[config.mk]
export PLATFORM = sky130hd
export DESIGN_NAME = alu_share_arb
export DESIGN_NICKNAME = d
export VERILOG_FILES = /design/src/rtl/alu_pkg.sv /design/src/rtl/rr_pick.sv /design/src/rtl/alu_share_arb.sv
export SDC_FILE = /design/constraint.sdc
export NUM_CORES = 1
export LEC_CHECK = 0
export ABC_CLOCK_PERIOD_IN_PS = 9900
export CAP_MARGIN = 20
export CORE_AREA = 2 2 165 167
export DETAILED_ROUTE_END_ITERATION = 8
export DIE_AREA = 0 0 167 169
export SYNTH_ARGS = -nofsm -noshare
export SYNTH_HDL_FRONTEND = slang
export SYNTH_HIERARCHICAL = 1
export SYNTH_SLANG_ARGS = --single-unit
[constraint.sdc]
create_clock -name clk -period 9.9 [get_ports clk]
set_clock_uncertainty 0.1 [all_clocks]
set_input_delay 0.99 -clock clk [delete_from_list [all_inputs] [get_ports clk]]
set_output_delay 0.99 -clock clk [all_outputs]
set_load 0.005 [all_outputs]
[src/rtl/alu_pkg.sv]
// Shared constants, opcode set, legality check and arbiter state type for alu_share_arb.
package alu_pkg;

  localparam int ALU_DATA_W = 32;
  localparam int ALU_OP_W   = 5;

  localparam logic [ALU_OP_W-1:0] OP_ADD  = 5'd1;
  localparam logic [ALU_OP_W-1:0] OP_SUB  = 5'd2;
  localparam logic [ALU_OP_W-1:0] OP_AND  = 5'd5;
  localparam logic [ALU_OP_W-1:0] OP_OR   = 5'd6;
  localparam logic [ALU_OP_W-1:0] OP_XOR  = 5'd7;
  localparam logic [ALU_OP_W-1:0] OP_NOR  = 5'd8;
  localparam logic [ALU_OP_W-1:0] OP_SLL  = 5'd9;
  localparam logic [ALU_OP_W-1:0] OP_SRL  = 5'd10;
  localparam logic [ALU_OP_W-1:0] OP_SRA  = 5'd11;
  localparam logic [ALU_OP_W-1:0] OP_SLT  = 5'd12;
  localparam logic [ALU_OP_W-1:0] OP_SLTU = 5'd13;
  localparam logic [ALU_OP_W-1:0] OP_LUI  = 5'd14;
  localparam logic [ALU_OP_W-1:0] OP_MUL  = 5'd15;
  localparam logic [ALU_OP_W-1:0] OP_MULH = 5'd16;

  typedef enum logic [1:0] {IDLE, EXEC, RESP} arb_state_e;

  function automatic logic is_legal_aluop(input logic [ALU_OP_W-1:0] op);
    case (op)
      OP_ADD, OP_SUB, OP_AND, OP_OR, OP_XOR, OP_NOR, OP_SLL, OP_SRL,
      OP_SRA, OP_SLT, OP_SLTU, OP_LUI, OP_MUL, OP_MULH: return 1'b1;
      default: return 1'b0;
    endcase
  endfunction

endpackage

[src/rtl/rr_pick.sv]
// Combinational round-robin picker: first asserted request at or after ptr, wrapping.
module rr_pick #(
  parameter  int NUM_REQ = 4,
  localparam int ID_W    = $clog2(NUM_REQ)
) (
  input  logic [NUM_REQ-1:0] req,
  input  logic [ID_W-1:0]    ptr,
  output logic [NUM_REQ-1:0] gnt,
  output logic [ID_W-1:0]    idx,
  output logic               any
);

  int              k;
  logic [ID_W-1:0] k_idx;

  // Walk offsets from farthest to nearest so the nearest hit overwrites the rest.
  always_comb begin
    gnt   = '0;
    idx   = '0;
    any   = |req;
    k     = 0;
    k_idx = '0;
    for (int off = NUM_REQ - 1; off >= 0; off--) begin
      k     = (int'(ptr) + off) % NUM_REQ;
      k_idx = ID_W'(k);
      if (req[k_idx]) begin
        gnt        = '0;
        gnt[k_idx] = 1'b1;
        idx        = k_idx;
      end
    end
  end

endmodule

[src/rtl/alu_share_arb.sv]
// Round-robin sharing of one combinational ALU among NUM_REQ requesters.
// Optional per-requester grant counters when ALU_ARB_STATS_EN is defined.
module alu_share_arb
  import alu_pkg::*;
#(
  parameter  int NUM_REQ = 4,
  parameter  int DATA_W  = ALU_DATA_W,
  parameter  int OP_W    = ALU_OP_W,
  localparam int ID_W    = $clog2(NUM_REQ)
) (
  input  logic                      clk,
  input  logic                      rst_n,
  input  logic [NUM_REQ-1:0]        req_valid,
  output logic [NUM_REQ-1:0]        req_ready,
  input  logic [NUM_REQ*DATA_W-1:0] req_in_1,
  input  logic [NUM_REQ*DATA_W-1:0] req_in_2,
  input  logic [NUM_REQ*OP_W-1:0]   req_aluop,
  output logic [DATA_W-1:0]         alu_in_1,
  output logic [DATA_W-1:0]         alu_in_2,
  output logic [OP_W-1:0]           alu_aluop,
  input  logic [DATA_W-1:0]         alu_out,
  output logic                      rsp_valid,
  input  logic                      rsp_ready,
  output logic [DATA_W-1:0]         rsp_data,
  output logic [ID_W-1:0]           rsp_id,
  output logic                      rsp_err,
  output logic                      busy
`ifdef ALU_ARB_STATS_EN
  ,
  output logic [NUM_REQ*16-1:0]     grant_cnt
`endif
);

  arb_state_e        state_q, state_d;
  logic [ID_W-1:0]   rr_ptr_q, rr_ptr_d;
  logic [ID_W-1:0]   id_q, id_d;
  logic [DATA_W-1:0] in1_q, in1_d, in2_q, in2_d;
  logic [OP_W-1:0]   op_q, op_d;
  logic [DATA_W-1:0] rsp_data_q, rsp_data_d;
  logic              rsp_err_q, rsp_err_d;

  logic [DATA_W-1:0] in1_arr [NUM_REQ];
  logic [DATA_W-1:0] in2_arr [NUM_REQ];
  logic [OP_W-1:0]   op_arr  [NUM_REQ];

  logic [NUM_REQ-1:0] pick_gnt;
  logic [ID_W-1:0]    pick_idx;
  logic               pick_any;

  for (genvar gi = 0; gi < NUM_REQ; gi++) begin : g_unpack
    assign in1_arr[gi] = req_in_1[gi*DATA_W +: DATA_W];
    assign in2_arr[gi] = req_in_2[gi*DATA_W +: DATA_W];
    assign op_arr[gi]  = req_aluop[gi*OP_W +: OP_W];
  end

  rr_pick #(.NUM_REQ(NUM_REQ)) u_pick (
    .req (req_valid),
    .ptr (rr_ptr_q),
    .gnt (pick_gnt),
    .idx (pick_idx),
    .any (pick_any)
  );

  always_comb begin
    state_d    = state_q;
    rr_ptr_d   = rr_ptr_q;
    id_d       = id_q;
    in1_d      = in1_q;
    in2_d      = in2_q;
    op_d       = op_q;
    rsp_data_d = rsp_data_q;
    rsp_err_d  = rsp_err_q;
    req_ready  = '0;
    case (state_q)
      IDLE: begin
        if (pick_any) begin
          req_ready = pick_gnt;
          in1_d     = in1_arr[pick_idx];
          in2_d     = in2_arr[pick_idx];
          op_d      = op_arr[pick_idx];
          id_d      = pick_idx;
          state_d   = EXEC;
        end
      end
      EXEC: begin
        // Illegal opcodes still go through the ALU; only the error flag marks them.
        rsp_data_d = alu_out;
        rsp_err_d  = ~is_legal_aluop(ALU_OP_W'(op_q));
        rr_ptr_d   = (id_q == ID_W'(NUM_REQ - 1)) ? '0 : id_q + ID_W'(1);
        state_d    = RESP;
      end
      RESP: begin
        if (rsp_ready) state_d = IDLE;
      end
      default: state_d = IDLE;
    endcase
  end

  always_ff @(posedge clk or negedge rst_n) begin
    if (!rst_n) begin
      state_q    <= IDLE;
      rr_ptr_q   <= '0;
      id_q       <= '0;
      in1_q      <= '0;
      in2_q      <= '0;
      op_q       <= '0;
      rsp_data_q <= '0;
      rsp_err_q  <= 1'b0;
    end else begin
      state_q    <= state_d;
      rr_ptr_q   <= rr_ptr_d;
      id_q       <= id_d;
      in1_q      <= in1_d;
      in2_q      <= in2_d;
      op_q       <= op_d;
      rsp_data_q <= rsp_data_d;
      rsp_err_q  <= rsp_err_d;
    end
  end

  // Operands stay parked on the last latched values; only the opcode is gated.
  assign alu_in_1  = in1_q;
  assign alu_in_2  = in2_q;
  assign alu_aluop = (state_q == EXEC) ? op_q : '0;
  assign rsp_valid = (state_q == RESP);
  assign rsp_data  = rsp_data_q;
  assign rsp_id    = id_q;
  assign rsp_err   = rsp_err_q;
  assign busy      = (state_q != IDLE);

`ifdef ALU_ARB_STATS_EN
  for (genvar gi = 0; gi < NUM_REQ; gi++) begin : g_cnt
    logic [15:0] cnt_q, cnt_d;

    always_comb begin
      cnt_d = cnt_q;
      if (state_q == IDLE && pick_gnt[gi] && cnt_q != 16'hFFFF) cnt_d = cnt_q + 16'd1;
    end

    always_ff @(posedge clk or negedge rst_n) begin
      if (!rst_n) cnt_q <= '0;
      else        cnt_q <= cnt_d;
    end

    assign grant_cnt[gi*16 +: 16] = cnt_q;
  end
`endif

endmodule

==> impl_metrics.ini, run 1 <==
[outcome]
status = finished, final reports clean

[synthesis]
synth.distinct_cells = 37
synth-seq-cells = 108
ys_seq_area_share_pct = 41.4
yosys.area.top_type_share_pct = 41.4
synth_nets = 955
synthCells = 630
syn-cell-area_um2 = 6530
netlist_top_cells_area = dfrtp_1 (41%), mux2i_1 (20%), nand2_1 (10%)
avgSynthCellArea_um2 = 10.4
yosys.area.top_type = dfrtp_1
yosysWarnings = 6

[floorplanning]
fp.dieArea_um2 = 28200
ioPinCount = 425
die_width_um = 167
core_area_um2 = 26500
num_rows = 60
initial_core_util_pct = 24.6
die_h_um = 169

[place]
port_buffers = 424
dp_hpwl_um = 19400
pre_cts_ws_ps = 4860
gp_congestion = 0.782
placedCellCount = 1354

[timing]
slew_viol_final = 0
hold_viol = 0
setup_viol = 0
fin_ws_ps = 4950
finalCritPeriodShare_pct = 50.0
slew_headroom_pct = 19.7
tightest_slew_ps = 1200
finalHoldWorstSlack_ps = 375
finalSetupTns_ps = 0
rsz0062_at_grt = false
period_needed_ps = 4950
max_freq_ghz = 0.202

[cells_and_area]
layout-drive-gt1-share_pct = 7.97
fin_util_pct = 42.7
syn_to_final_growth_pct = 73.2
register_area_um2 = 2700
final_common_cell = clkdlybuf4s50_1
multi_input_area_um2 = 3520
layout_common_cells = clkdlybuf4s50_1 (423), nand2_1 (177), mux2i_1 (133)
fillCellCount = 2611
fin_cells = 1371
fin_nets = 1349

[run]
max-cap-violations = 0

[drt]
drtPass1Iterations = 4
drtIter0Drc = 253
wl_um = 25600
vias = 6274
avgRoutedWirePerCell_um = 18.7
postRouteAntennaNets = 0
drc = 0
viasPerCell = 4.58

[clock_network]
htreeDepth = 3
cts_sinks = 108
cts_buffers = 9
postCtsSetupBuffers = 0
cts_tree = yes
cts_buffer_depth = 2
cts.clk_slew.worst_paths_ps = 80
cts_hold_buf = 0
clk-insertion-delay-late_ps = 350
ctsResizeCount = 0
clock-root-buffer = clkbuf_16

[global_route]
grt_pass1_vias = 6423
grt_max_degree = 137
antenna_found_initial = 1
grtUsageTotal_pct = 17.6
grt_pass1_wl_um = 38700
overflow = 0

[setup_path]
critPathKind = primary input to primary output
start_kind = primary input
critPathMaxFanout = 69
crit_required_ps = 8810
crit_path_end_kind = primary output
worstPathArrival_ps = 3860

[worst_hold_path]
hold_class = register to register

[power]
ir_drop_uv = 299
p_per_area_nw_per_um2 = 284
leakage_nw = 4.67
-- registers in the layout (all words and copies together) (netlist names) --
signal / count
op_q: 5
alu_in_1: 32
rsp_id: 2
state_q: 2
rsp_err: 1
rsp_data: 32
alu_in_2: 32
rr_ptr_q: 2
-- area by class of cell --
cell class,count,area share (%)
Timing Repair Buffer,432,38.1
Antenna cell,1,0.0221
Tap cell,341,3.77
Inverter,12,0.409
Sequential cell,108,23.9
Clock buffer,10,2.11
Clock inverter,6,0.487
Multi-Input combinational cell,461,31.2
-- cells in the mapped netlist --
library cell	count
o22ai_1	1
nor2b_1	2
a31oi_1	2
and2b_1	1
a221oi_1	4
o221ai_1	26
mux2_2	3
mux2i_1	133
buf_1	6
nand2b_1	3
clkbuf_1	20
a211oi_1	1
or2_1	1
o21ai_0	8
nor2_1	18
or3b_4	1
o221ai_2	41
mux4_2	6
or3b_1	1
dfrtp_1	108
nor4_1	1
and2_1	6
o31ai_1	1
inv_1	11
ha_1	10
a311oi_1	1
clkinv_2	1
buf_6	8
nand3_1	4
buf_4	2
a21oi_1	5
a221o_1	1
nand2_1	177
nor2b_4	1
nor3b_1	1
buf_2	13
nand2_4	1
-- per-stage QoR --
stage	total power, mW	instance area, µm²
after detailed placement	2.89	11000
after floorplan	2.03	6530
after CTS	3.27	11300
after global placement	2.86	11000
after global routing	3.46	11300
final	3.22	11300
-- worst max-delay path: stages --
cell and delay, ps:
clkdlybuf4s50_1 520, nor2_1 220, nand2_1 90, or3b_4 230
buf_4 640, clkinv_2 430, and2_1 280, clkdlybuf4s50_1 440
-- cells by family after synthesis --
group / synth area share [%]
mux: 23.0
flops: 41.4
fa+ha+maj: 1.92
buf+inv: 4.81
compound gates: 15.2
simple gates: 13.7
-- report_power, final --
group          leakage [nW]  total, mW  switching, mW  internal [mW]
registers              1.33      0.813          0.142          0.671
logic                  3.20       2.03          0.985           1.05
clock network         0.139      0.368          0.185          0.183
-- final timing paths --
kind	cells after the start	to	slack, ps	startpoint
min reg2reg	2	rsp_data[2]$_DFFE_PN0N_	370	rsp_data[2]$_DFFE_PN0N_
min in group asynchronous	1	rsp_data[21]$_DFFE_PN0N_	560	rst_n
max reg2reg	10	alu_in_2[29]$_DFFE_PN0P_	5710	rr_ptr_q[0]$_DFFE_PN0N_
min	2	rsp_data[2]$_DFFE_PN0N_	370	rsp_data[2]$_DFFE_PN0N_
max	8	req_ready[1]	4950	req_valid[2]
max in group asynchronous	2	alu_in_2[25]$_DFFE_PN0P_	7830	rst_n
-- routing by layer --
metal  GRT usage, %  vias up  part of all wire [%]
li1               -     3057                     -
met1           20.8     2930                    39
met2           31.5      261                    51
met3           5.40       26                   7.7
met4           4.09        0                   1.5
met5              0        -                     0
(Power assumes the default switching activity.)
==> inputs of run 2 (changes only) <==
Settings changed: ABC_CLOCK_PERIOD_IN_PS 9900 to 5000, CORE_AREA 2 2 165 167 to 2 2 167 169, DIE_AREA 0 0 167 169 to 0 0 169 171.
Clock period 9.9 ns to 5 ns, I/O delays scaled along.
==> run 2 against run 1 <==
  * Critical path depth grew 2
  * Sequential power up 96%
  * Final cell count is 0.36% higher
  * Final area is 0.31% higher
  * Die area increased by 2.4%
  * Combinational power is 100% higher
  * Via count grew 0.61%
  * Clock-buffer cell count unchanged
  * Power increased by 98%
  * Clock power rose by 96%
  * Critical path type is now register to register
  * Largest power group unchanged
==> impl_metrics.ini, run 2 (synthesis results as in run 1) <==
[timing]
hold_viol = 0
slew_viol_final = 0
finalCritPeriodShare_pct = 77.5
period_needed_ps = 3880
slew_headroom_pct = 28.2
max_freq_ghz = 0.258
tightest_slew_ps = 1080
finalSetupTns_ps = 0
rsz0062_at_grt = false
setup_viol = 0

[global_route]
grt_pass1_vias = 6540
grtUsageTotal_pct = 16.9
overflow = 0
grt_max_degree = 81
antenna_found_initial = 0
grt_pass1_wl_um = 37600

[clock_network]
ctsResizeCount = 0
postCtsSetupBuffers = 0
cts_buffers = 9
cts_buffer_depth = 2
cts_tree = yes
cts_hold_buf = 0
clock-root-buffer = clkbuf_16
htreeDepth = 3
cts_sinks = 108
cts.clk_slew.worst_paths_ps = 80
clk-insertion-delay-late_ps = 350

[floorplanning]
die_h_um = 171
initial_core_util_pct = 23.9
die_width_um = 169
core_area_um2 = 27300
num_rows = 61
fp.dieArea_um2 = 28900
ioPinCount = 425

[place]
dp_hpwl_um = 19300
gp_congestion = 0.808
dpl_cell_area_um2 = 11100
port_buffers = 424

[drt]
avgRoutedWirePerCell_um = 18.5
vias = 6312
drtPass1Iterations = 4
viasPerCell = 4.59
wl_um = 25400
drtIter0Drc = 287
drc = 0
postRouteAntennaNets = 0

[cells_and_area]
fillCellCount = 2727
fin_nets = 1351
finalInstanceArea_um2 = 11300
final_common_cell = clkdlybuf4s50_1
layout-drive-gt1-share_pct = 8.06
syn_to_final_growth_pct = 73.7
num_antenna_cells = 0
layout_common_cells = clkdlybuf4s50_1 (423), nand2_1 (177), mux2i_1 (133)

[setup_path]
r2r_slack_ps = 1120
critPathKind = register to register
crit_path_end_kind = register
crit_required_ps = 5110
start_kind = register
worstPathArrival_ps = 3990
critPathMaxFanout = 57

[outcome]
status = finished, final reports clean

[worst_hold_path]
hold_class = primary input to async pin

[power]
ir_drop_uv = 371
p_per_area_nw_per_um2 = 561
leakage_nw = 4.68

[run]
max-cap-violations = 0
[run 2: metrics by stage]
step / util (%) / total power [mW] / setup WS, ps / hold WS [ps] / std cells
floorplan: - / 4.01 / 1470 / 104 / 630
global placement: 40.5 / 5.69 / 1080 / 357 / 1361
detailed placement: 40.5 / 5.74 / 1010 / 362 / 1361
CTS: 41.5 / 6.48 / 1180 / 192 / 1376
global route: 41.5 / 6.85 / 901 / 219 / 1376
finish: 41.5 / 6.37 / 1120 / 158 / 1376
[run 2: worst max-delay path, stage by stage (launching register included)]
cell and delay [ps]:
dfrtp_1 510, inv_1 210, ha_1 480, mux4_2 440, nor2b_4 200, o21ai_0 90
o21ai_0 110, buf_4 220, or3b_4 850, buf_4 370, o221ai_1 140
[run 2: routing by layer]
layer  track usage, %  share of wire (%)  wire (µm)  vias to the layer above
li1                 -                  -          -                     3049
met1             20.2                 40      10200                     2939
met2             29.2                 49      12500                      291
met3             5.30                8.5       2160                       33
met4             5.24                2.4        603                        0
met5                0                  0          0                        -
[run 2: path summary, 6_finish.rpt]
check | to | startpoint | cells after the start
max | alu_in_1[0]$_DFFE_PN0P_ | rr_ptr_q[1]$_DFFE_PN0N_ | 10
min | rsp_data[25]$_DFFE_PN0N_ | rst_n | 1
max reg2reg | alu_in_1[0]$_DFFE_PN0P_ | rr_ptr_q[1]$_DFFE_PN0N_ | 10
min reg2reg | rsp_data[2]$_DFFE_PN0N_ | rsp_data[2]$_DFFE_PN0N_ | 2
max in group asynchronous | rsp_data[19]$_DFFE_PN0N_ | rst_n | 2
min in group clk | rsp_data[2]$_DFFE_PN0N_ | rsp_data[2]$_DFFE_PN0N_ | 2
[run 2: final cells by class]
| type | count | area, µm² | share of cell area [%] |
|---|---|---|---|
| clock buffers | 10 | 239 | 2.11 |
| clock inverters | 5 | 46.3 | 0.408 |
| inverters | 12 | 46.3 | 0.408 |
| multi-input cells | 461 | 3520 | 31.1 |
| flip-flops and latches | 108 | 2700 | 23.8 |
| well taps | 346 | 433 | 3.82 |
| repair buffers | 434 | 4350 | 38.4 |
[run 2: power breakdown]
| group | internal (mW) | switching (mW) |
|---|---|---|
| Combinational | 2.08 | 1.97 |
| Clock | 0.358 | 0.362 |
| Sequential | 1.33 | 0.261 |
